## src/rtl/pll_sup_pkg.sv

```systemverilog
// rtl/pll_sup_pkg.sv - shared state encoding, default timing and counter sizing for the PLL lock supervisor
package pll_sup_pkg;

  typedef enum logic [1:0] {
    WAIT_LOCK = 2'd0,
    STABILIZE = 2'd1,
    RUN       = 2'd2,
    HOLDOFF   = 2'd3
  } state_t;

  localparam int unsigned DEFAULT_STABLE_CYCLES    = 1024;
  localparam int unsigned DEFAULT_MIN_RESET_CYCLES = 16;

  // One counter serves both the stability and holdoff phases, so it must fit the larger limit.
  function automatic int unsigned cnt_width(input int unsigned a, input int unsigned b);
    int unsigned m;
    m = (a > b) ? a : b;
    return $clog2(m + 1);
  endfunction

endpackage

```

## src/rtl/sync_2ff.sv

```systemverilog
// rtl/sync_2ff.sv - two-flop synchronizer bringing an asynchronous level into the clk domain
module sync_2ff (
  input  logic clk,
  input  logic reset,
  input  logic d,
  output logic q
);

  logic meta;

  always_ff @(posedge clk) begin
    if (reset) begin
      meta <= 1'b0;
      q    <= 1'b0;
    end else begin
      meta <= d;
      q    <= meta;
    end
  end

endmodule

```

## src/rtl/pll_lock_supervisor.sv

```systemverilog
// rtl/pll_lock_supervisor.sv - holds downstream reset until PLL lock is stable, with loss statistics
module pll_lock_supervisor
  import pll_sup_pkg::*;
#(
  parameter int unsigned STABLE_CYCLES    = DEFAULT_STABLE_CYCLES,
  parameter int unsigned MIN_RESET_CYCLES = DEFAULT_MIN_RESET_CYCLES,
  parameter int unsigned LOSS_W           = 8
) (
  input  logic              clock_in,
  input  logic              reset,
  input  logic              locked,
  input  logic              clear_stats,
  output logic              reset_out,
  output logic              ready,
  output logic              lock_lost_sticky,
  output logic [LOSS_W-1:0] loss_count,
  output logic [1:0]        state
);

  localparam int unsigned       CNT_W       = cnt_width(STABLE_CYCLES, MIN_RESET_CYCLES);
  localparam logic [CNT_W-1:0]  STABLE_LAST = CNT_W'(STABLE_CYCLES - 1);
  localparam logic [CNT_W-1:0]  HOLD_LAST   = CNT_W'(MIN_RESET_CYCLES - 1);
  localparam logic [LOSS_W-1:0] LOSS_MAX    = '1;

  logic             locked_s;
  state_t           state_q;
  state_t           state_d;
  logic [CNT_W-1:0] cnt_q;
  logic [CNT_W-1:0] cnt_d;
  logic             loss_event;
  logic             reset_out_q;

  sync_2ff u_sync (
    .clk   (clock_in),
    .reset (reset),
    .d     (locked),
    .q     (locked_s)
  );

  always_comb begin
    state_d    = state_q;
    cnt_d      = cnt_q;
    loss_event = 1'b0;
    case (state_q)
      WAIT_LOCK: begin
        if (locked_s) begin
          state_d = STABILIZE;
          cnt_d   = '0;
        end
      end
      STABILIZE: begin
        if (!locked_s) begin
          state_d = WAIT_LOCK;
          cnt_d   = '0;
        end else if (cnt_q == STABLE_LAST) begin
          state_d = RUN;
          cnt_d   = '0;
        end else begin
          cnt_d = cnt_q + CNT_W'(1);
        end
      end
      RUN: begin
        if (!locked_s) begin
          state_d    = HOLDOFF;
          cnt_d      = '0;
          loss_event = 1'b1;
        end
      end
      HOLDOFF: begin
        // Lock status is deliberately ignored here so downstream always sees a full-length reset.
        if (cnt_q == HOLD_LAST) begin
          state_d = WAIT_LOCK;
          cnt_d   = '0;
        end else begin
          cnt_d = cnt_q + CNT_W'(1);
        end
      end
      default: begin
        state_d = WAIT_LOCK;
        cnt_d   = '0;
      end
    endcase
  end

  always_ff @(posedge clock_in) begin
    if (reset) begin
      state_q          <= WAIT_LOCK;
      cnt_q            <= '0;
      reset_out_q      <= 1'b1;
      lock_lost_sticky <= 1'b0;
      loss_count       <= '0;
    end else begin
      state_q     <= state_d;
      cnt_q       <= cnt_d;
      reset_out_q <= (state_d != RUN);
      // A loss in the same cycle as a clear must still be recorded.
      if (loss_event) begin
        lock_lost_sticky <= 1'b1;
        if (loss_count != LOSS_MAX) begin
          loss_count <= loss_count + LOSS_W'(1);
        end
      end else if (clear_stats) begin
        lock_lost_sticky <= 1'b0;
        loss_count       <= '0;
      end
    end
  end

  assign reset_out = reset_out_q;
  assign ready     = ~reset_out_q;
  assign state     = state_q;

endmodule

```

## config.mk

```make
export PLATFORM = sky130hd
export DESIGN_NAME = pll_lock_supervisor
export DESIGN_NICKNAME = d
export VERILOG_FILES = /design/src/rtl/pll_sup_pkg.sv /design/src/rtl/sync_2ff.sv /design/src/rtl/pll_lock_supervisor.sv
export SDC_FILE = /design/constraint.sdc
export NUM_CORES = 1
export LEC_CHECK = 0
export ABC_AREA = 1
export CAP_MARGIN = 20
export CORE_MARGIN = 3
export CORE_UTILIZATION = 45
export CTS_CLUSTER_DIAMETER = 40
export DETAILED_ROUTE_END_ITERATION = 6
export PLACE_DENSITY = 0.66
export SLEW_MARGIN = 20
export SYNTH_ARGS = -nofsm -noshare
export SYNTH_HDL_FRONTEND = slang
export SYNTH_HIERARCHICAL = 1
export SYNTH_SLANG_ARGS = --single-unit
```

## constraint.sdc

```tcl
create_clock -name clock_in -period 5 [get_ports clock_in]
set_clock_uncertainty 0.2 [all_clocks]
set_input_delay 1.5 -clock clock_in [delete_from_list [all_inputs] [get_ports clock_in]]
set_output_delay 1.5 -clock clock_in [all_outputs]
set_load 0.05 [all_outputs]
```

==> results.yml, run 1 <==
layout:
  mostFrequentLayoutCell: "nand2_1"
  multi_input_area_um2: 857
  synthToLayoutAreaGrowth_pct: 13.3
  antenna_cells: 0
  fill_cells: 330
  final_cell_mix: "nand2_1 (64), inv_1 (32), dfxtp_1 (25), nor2_1 (24), nand3_1 (21)"
  final-seq-area_um2: 500
  nets: 254
  drive_gt1_share_pct: 9.72
  fin_util_pct: 54.9
sta:
  worst_pin_slew_ns: 0.733
  finalWorstSetupSlack_ns: 1.58
  period_minus_slack_ns: 3.42
  min_period_over_period_pct: 68.4
  fmax_mhz: 292
  drv_slew: 0
  rsz0062_at_grt: "no"
  setup_violations: 0
  tns_ns: 0
  finalHoldViolations: 0
  max-slew-margin-rel_pct: 50.8
floorplan:
  die-area_um2: 4130
  core_area_um2: 3150
  start_util_pct: 48.5
  die_h_um: 64.3
  pin_count: 17
  die_x_um: 64.3
  rows: 20
critical_path:
  cp-start-kind: "flip-flop"
  crit_required_ns: 3.30
  rrSetupSlack_ns: 3.03
  cp_slowest_stage_delay_ns: 0.87
  path_cells: "clkdlybuf4s50_1"
  reg2reg_depth: 6
  path_delay_family: "buffers and inverters"
  cp_max_fo: 9
  crit_type: "reg2out"
  crit_buf_inv: 1
  crit_path_end_kind: "output pin"
  cp.depth: 1
  cpMaxStageDelayCell: "clkdlybuf4s50_1"
  cp.arrival_ns: 1.72
pwr:
  leakagePower_nw: 0.763
  power.density_nw_per_um2: 184
  peakVddDrop_v: 0.000126
cts:
  clkTransAtPathRegs_ns: 0.15
  cts_tree: "yes"
  post_cts_resized: 0
  postCtsSetupBuffers: 0
  h-tree-depth: 1
  cts_root_buf: "clkbuf_4"
  cts_made_buffers: 3
  hold_buffers: 0
  clkSinkCount: 25
  clockBufferDepth: 2
  clk_latency_ns: 0.33
synth:
  syn_area_um2: 1530
  synth_top_area_share_pct: 32.8
  synthTopCellsByArea: "dfxtp_1 (33%), nand2_1 (16%), inv_1 (7.9%), nand3_1 (6.9%), nor2_1 (5.9%)"
  ys_ff_latch: 25
  synth_cell_types: 33
  synth_top_area_cell: "dfxtp_1"
  yosysWarnings: 6
  synth_fp_nets: 238
  synth_cells: 232
  avgSynthCellArea_um2: 6.58
  seq_area_frac_synth_pct: 32.8
routing:
  drt_wl_total_um: 3230
  ant_nets: 0
  vias: 1452
  dr.pass1.iters: 7
  viasPerCell: 4.99
  drcViolationCount: 0
  drt_iter0_drc: 94
  routedWlPerCell_um: 11.1
job:
  drv_cap: 0
hold_path:
  hold_class: "reg2reg"
  whs_path_depth: 2
grt:
  grt_antenna_before_repair: 0
  grt_first_pass_wirelength_um: 5840
  grt_remaining_overflow: 0
  grt_pass1_vias: 1294
  grtUsageTotal_pct: 17.4
  grt_max_degree: 17
placement:
  port_buffers: 16
  hpwl_um: 2480
  dpl_worst_slack_ns: 1.73
  gp_congestion: 0.847
status:
  status: "finished, final reports clean"
-- synth_stat cells --
master      n
nand2_2     6
nor3b_1     1
xor2_1      1
buf_4       1
inv_2       2
o21ai_1     1
nor2_4      1
xnor2_1     1
nor3_2      2
nand3_1    21
nand3b_1    1
o31ai_1     1
o21ai_0     2
buf_2       1
or2_2       1
ha_1        2
o2111ai_1   1
nor2_2      4
buf_6       2
o21a_1      1
and3_1      2
a21oi_1    16
o21ai_2     1
nor2_1     24
nor3_1      3
nand2_1    64
nand4_1     8
nor2_8      1
nand3_4     1
inv_1      32
nand4_4     1
dfxtp_1    25
clkbuf_4    1
-- layer usage --
metal	share of wire, %	GRT usage (%)	vias to the layer above	wire, µm
met5	0	0	-	0
met2	46	26.4	35	1480
met3	4.3	3.69	4	139
met1	49	24.9	636	1580
met4	1.1	4.75	0	34
li1	-	-	777	-
-- layout make-up --
| class | count | share of cell area, % |
|---|---|---|
| flip-flops and latches | 25 | 28.9 |
| repair buffers | 16 | 9.25 |
| clock buffers | 3 | 1.30 |
| clock inverters | 1 | 0.506 |
| multi-input cells | 168 | 49.5 |
| inverters | 34 | 7.37 |
| well taps | 44 | 3.18 |
-- stage by stage --
stage                     cells  hold WS (ns)  total power, mW  area, µm²
after detailed placement    287         0.203            0.226       1700
after global routing        291         0.244            0.333       1730
after global placement      287         0.198            0.226       1700
final                       291         0.215            0.318       1730
after floorplan             232         0.188            0.222       1530
after CTS                   291         0.223            0.323       1730
-- worst paths after layout --
path | startpoint | end
max reg2reg | u_sync/q$_SDFF_PP0_ | cnt_q[3]$_SDFFE_PP0P_
min | u_sync/meta$_SDFF_PP0_ | u_sync/q$_SDFF_PP0_
max | state[0]$_SDFF_PP0_ | state[0]
min reg2reg | u_sync/meta$_SDFF_PP0_ | u_sync/q$_SDFF_PP0_
-- flip-flops by register name, indices dropped and copies added (netlist names) --
name / cells
cnt_q: 11
loss_count: 8
state: 2
lock_lost_sticky: 1
reset_out: 1
u_sync/meta: 1
u_sync/q: 1
-- report_power, final --
group | internal, mW | switching (mW)
Sequential | 0.201 | 0.00258
Clock | 0.0326 | 0.0637
Combinational | 0.00577 | 0.0128
-- logic make-up (layout without fill, tap and decap cells) --
logic type	after synthesis	count (layout)	synth area share [%]
AO/OA/AOI/OAI	23	23	8.35
AND/OR/NAND/NOR	141	141	45.0
flip-flops	25	25	32.8
adder cells (fa/ha/maj)	2	2	1.64
buffers and inverters	39	54	11.1
XOR/XNOR	2	2	1.15
Power figures use the tool's default switching activity.
==> inputs of run 2 (changes only) <==
Settings changed: PLACE_DENSITY 0.66 to 0.69.
Clock period 5 ns to 3.05 ns, I/O delays scaled along.
==> results.yml, run 2 (synthesized netlist as in run 1, its figures left out) <==
sta:
  drv_slew: 0
  rsz0062_at_grt: "no"
  setup_violations: 0
  finalHoldViolations: 0
  worst_pin_slew_ns: 0.844
  max-slew-margin-rel_pct: 43.4
  period_minus_slack_ns: 2.80
  min_period_over_period_pct: 91.9
  tns_ns: 0
  fmax_mhz: 357
  fin_hold_ws_ns: 0.213
floorplan:
  die_h_um: 64.3
  core_area_um2: 3150
  start_util_pct: 48.5
  pin_count: 17
  rows: 20
  die_x_um: 64.3
  die-area_um2: 4130
placement:
  place_area_um2: 1710
  hpwl_um: 2440
  port_buffers: 16
  gp_congestion: 0.844
routing:
  dr_wl_met3_um: 60
  top_layer_used: "met4"
  drt_iter0_drc: 105
  wirelength_met1_um: 1700
  dr.pass1.iters: 4
  vias: 1394
  viasPerCell: 4.77
  ant_nets: 0
  drt_wl_total_um: 3250
  wl_met2_um: 1470
  drcViolationCount: 0
  routedWlPerCell_um: 11.1
critical_path:
  r2r-start: "u_sync/q$_SDFF_PP0_"
  crit_required_ns: 1.93
  cp.arrival_ns: 1.69
  crit_path_start: "state[0]$_SDFF_PP0_"
  path_cells: "clkdlybuf4s50_1"
  crit_type: "reg2out"
  cp-start-kind: "flip-flop"
  crit_path_end_kind: "output pin"
  crit_buf_inv: 1
  cp_slowest_stage_delay_ns: 0.86
  path_delay_family: "buffers and inverters"
  cpMaxStageDelayCell: "clkdlybuf4s50_1"
  cp_max_fo: 9
pwr:
  leakagePower_nw: 0.764
  power.share.combinational_pct: 6.3
  power_frac_clock_pct: 28.4
  power.density_nw_per_um2: 294
  switching_share_pct: 23.5
  peakVddDrop_v: 0.000305
  seq_power_share_pct: 65.2
  p_int_uw: 390
  fin_total_pwr_uw: 510
  netSwitchingPower_uw: 120
job:
  drv_cap: 0
cts:
  postCtsSetupBuffers: 0
  clkTransAtPathRegs_ns: 0.14
  clkSinkCount: 25
  h-tree-depth: 1
  cts_made_buffers: 3
  hold_buffers: 0
  clk_latency_ns: 0.32
  cts_root_buf: "clkbuf_4"
  post_cts_resized: 0
  cts_tree: "yes"
  clockBufferDepth: 2
hold_path:
  holdCritStartpoint: "u_sync/meta$_SDFF_PP0_"
  hold_class: "reg2reg"
layout:
  fill_cells: 328
  drive_gt1_share_pct: 9.68
  synthToLayoutAreaGrowth_pct: 13.5
  fin_util_pct: 55.0
  finalInstanceArea_um2: 1730
  regMostFlops: "cnt_q"
  final_cell_mix: "nand2_1 (64), inv_1 (32), dfxtp_1 (25), nor2_1 (24), nand3_1 (21)"
  final-seq-area_um2: 500
  largest_reg_flops: 11
  multi_input_area_um2: 857
  antenna_cells: 0
  mostFrequentLayoutCell: "nand2_1"
  nets: 255
grt:
  grt_first_pass_wirelength_um: 5690
  grtUsageTotal_pct: 17.3
  grt_antenna_before_repair: 0
  grt_remaining_overflow: 0
  grt_pass1_vias: 1288
  grt_max_degree: 14
status:
  status: "finished, final reports clean"
==> run 2: path summary, 6_finish.rpt <==
path / to / slack, ns / depth (start not counted)
worst max-delay path: state[0] / 0.25 / 1
worst max register to register: cnt_q[10]$_SDFFE_PP0P_ / 1.07 / 6
worst min-delay path: u_sync/q$_SDFF_PP0_ / 0.21 / 2
worst min register to register: u_sync/q$_SDFF_PP0_ / 0.21 / 2
==> run 2: area by class of cell <==
cell class                 count  share of cell area [%]
clock buffer                   4                    1.52
sequential                    25                    28.9
inverter                      34                    7.36
timing repair buffer          17                    9.67
tap                           44                    3.17
multi-input combinational    168                    49.4
==> run 2: layer usage <==
layer	global-route usage [%]	up-vias
li1	-	774
met1	23.4	604
met2	27.6	14
met3	4.22	2
met4	4.49	0
met5	0	-
==> run 2: power groups by stage <==
stage	registers, mW	clock network, mW	logic, mW
finish	0.332	0.145	0.0323
global route	0.333	0.173	0.0366
CTS	0.333	0.157	0.0329
detailed placement	0.340	0	0.0328
global placement	0.340	0	0.0329
floorplan	0.339	0	0.0248
==> run 2: through the flow <==
step | std cells | setup slack [ns]
2_1_floorplan | 232 | 0.979
3_3_place_gp | 288 | 0.617
3_5_place_dp | 288 | 0.597
4_1_cts | 292 | 0.220
5_1_grt | 292 | 0.149
6_report | 292 | 0.247
==> inputs of run 3 (changes only) <==
Settings changed: CORE_MARGIN 3 to 2.
==> results.yml, run 3 (synthesized netlist as in run 1, its figures left out) <==
status:
  status: "finished, final reports clean"
cts:
  cts_root_buf: "clkbuf_4"
  cts_tree: "yes"
  clk_latency_ns: 0.33
  clockBufferDepth: 2
  postCtsSetupBuffers: 0
  clkSinkCount: 25
  h-tree-depth: 1
  clkTransAtPathRegs_ns: 0.14
  cts_made_buffers: 3
  hold_buffers: 0
  post_cts_resized: 0
grt:
  grt_antenna_before_repair: 0
  grtUsageTotal_pct: 17.5
  grt_max_degree: 16
  grt_pass1_vias: 1239
  grt_remaining_overflow: 0
  grt_first_pass_wirelength_um: 5550
critical_path:
  cpMaxStageDelayCell: "clkdlybuf4s50_1"
  crit_path_end_kind: "output pin"
  cp.arrival_ns: 1.69
  cp_slowest_stage_delay_ns: 0.86
  crit_buf_inv: 1
  cp-start-kind: "flip-flop"
  rrSetupSlack_ns: 1.02
  path_cells: "clkdlybuf4s50_1"
  cp.depth: 1
  r2r-start: "u_sync/q$_SDFF_PP0_"
  crit_path_start: "state[0]$_SDFF_PP0_"
  cp_max_fo: 9
  path_delay_family: "buffers and inverters"
  critical_path.endpoint: "state[0]"
  crit_type: "reg2out"
  r2r_end: "cnt_q[10]$_SDFFE_PP0P_"
  crit_required_ns: 1.93
  reg2reg_depth: 6
floorplan:
  start_util_pct: 46.1
  rows: 21
  pin_count: 17
  die_h_um: 62.3
  die_x_um: 62.3
  die-area_um2: 3880
  core_area_um2: 3310
layout:
  fill_cells: 344
  nets: 255
  regMostFlops: "cnt_q"
  largest_reg_flops: 11
  final_cell_mix: "nand2_1 (64), inv_1 (32), dfxtp_1 (25), nor2_1 (24), nand3_1 (21)"
  antenna_cells: 0
  synthToLayoutAreaGrowth_pct: 13.9
  mostFrequentLayoutCell: "nand2_1"
  drive_gt1_share_pct: 10.1
sta:
  min_period_over_period_pct: 92.0
  rsz0062_at_grt: "no"
  max-slew-margin-rel_pct: 42.2
  tns_ns: 0
  finalHoldViolations: 0
  setup_violations: 0
  fmax_mhz: 356
  finalWorstSetupSlack_ns: 0.244
  drv_slew: 0
  period_minus_slack_ns: 2.81
  worst_pin_slew_ns: 0.862
placement:
  hpwl_um: 2480
  port_buffers: 16
  gp_congestion: 0.854
  dpl_worst_slack_ns: 0.607
pwr:
  peakVddDrop_v: 0.000224
  leakagePower_nw: 0.763
  fin_total_pwr_uw: 522
  power.density_nw_per_um2: 300
routing:
  drt_wl_total_um: 3290
  viasPerCell: 4.83
  drcViolationCount: 0
  drt_iter0_drc: 146
  routedWlPerCell_um: 11.2
  vias: 1419
  dr.pass1.iters: 4
  ant_nets: 0
job:
  drv_cap: 0
hold_path:
  hold_class: "reg2reg"
-- run 3: cell count changes in the layout (fill, tap and decap cells not counted) --
cell,delta
clkinvlp_4,+1
clkbuf_1,-1
-- run 3: per-stage QoR --
stage,area [µm²],util [%],cells,hold WS (ns)
6_report,1740,52.6,294,0.223
5_1_grt,1740,52.6,294,0.228
4_1_cts,1740,52.6,294,0.223
3_5_place_dp,1710,51.7,290,0.203
3_3_place_gp,1710,51.7,290,0.192
2_1_floorplan,1530,-,232,0.188
-- run 3: layout make-up --
class                      count  area (µm²)  share of cell area [%]
multi-input combinational    168         857                    49.2
sequential                    25         500                    28.8
timing repair buffer          17         168                    9.63
inverter                      34         128                    7.33
tap                           46        57.6                    3.31
clock buffer                   3        22.5                    1.29
clock inverter                 1        7.51                   0.431
-- run 3: routing by layer --
metal / GRT usage [%] / wire length (µm) / vias to the layer above
met4: 3.33 / 17 / 0
met1: 23.6 / 1660 / 621
met2: 29.3 / 1540 / 18
met3: 3.26 / 77 / 2
li1: - / - / 778
met5: 0 / 0 / -
-- run 3: power breakdown --
group	switching, mW	internal, mW
registers	0.00380	0.329
clock network	0.107	0.0502
logic	0.0220	0.0103
total	0.133	0.389
-- run 3: worst min path at each step --
stage / from / to / cells past startpoint
4_1_cts: u_sync/meta$_SDFF_PP0_ / u_sync/q$_SDFF_PP0_ / 2
5_1_grt: u_sync/meta$_SDFF_PP0_ / u_sync/q$_SDFF_PP0_ / 2
6_report: u_sync/meta$_SDFF_PP0_ / u_sync/q$_SDFF_PP0_ / 2
3_3_place_gp: u_sync/meta$_SDFF_PP0_ / u_sync/q$_SDFF_PP0_ / 2
2_1_floorplan: u_sync/meta$_SDFF_PP0_ / u_sync/q$_SDFF_PP0_ / 2
3_5_place_dp: u_sync/meta$_SDFF_PP0_ / u_sync/q$_SDFF_PP0_ / 2
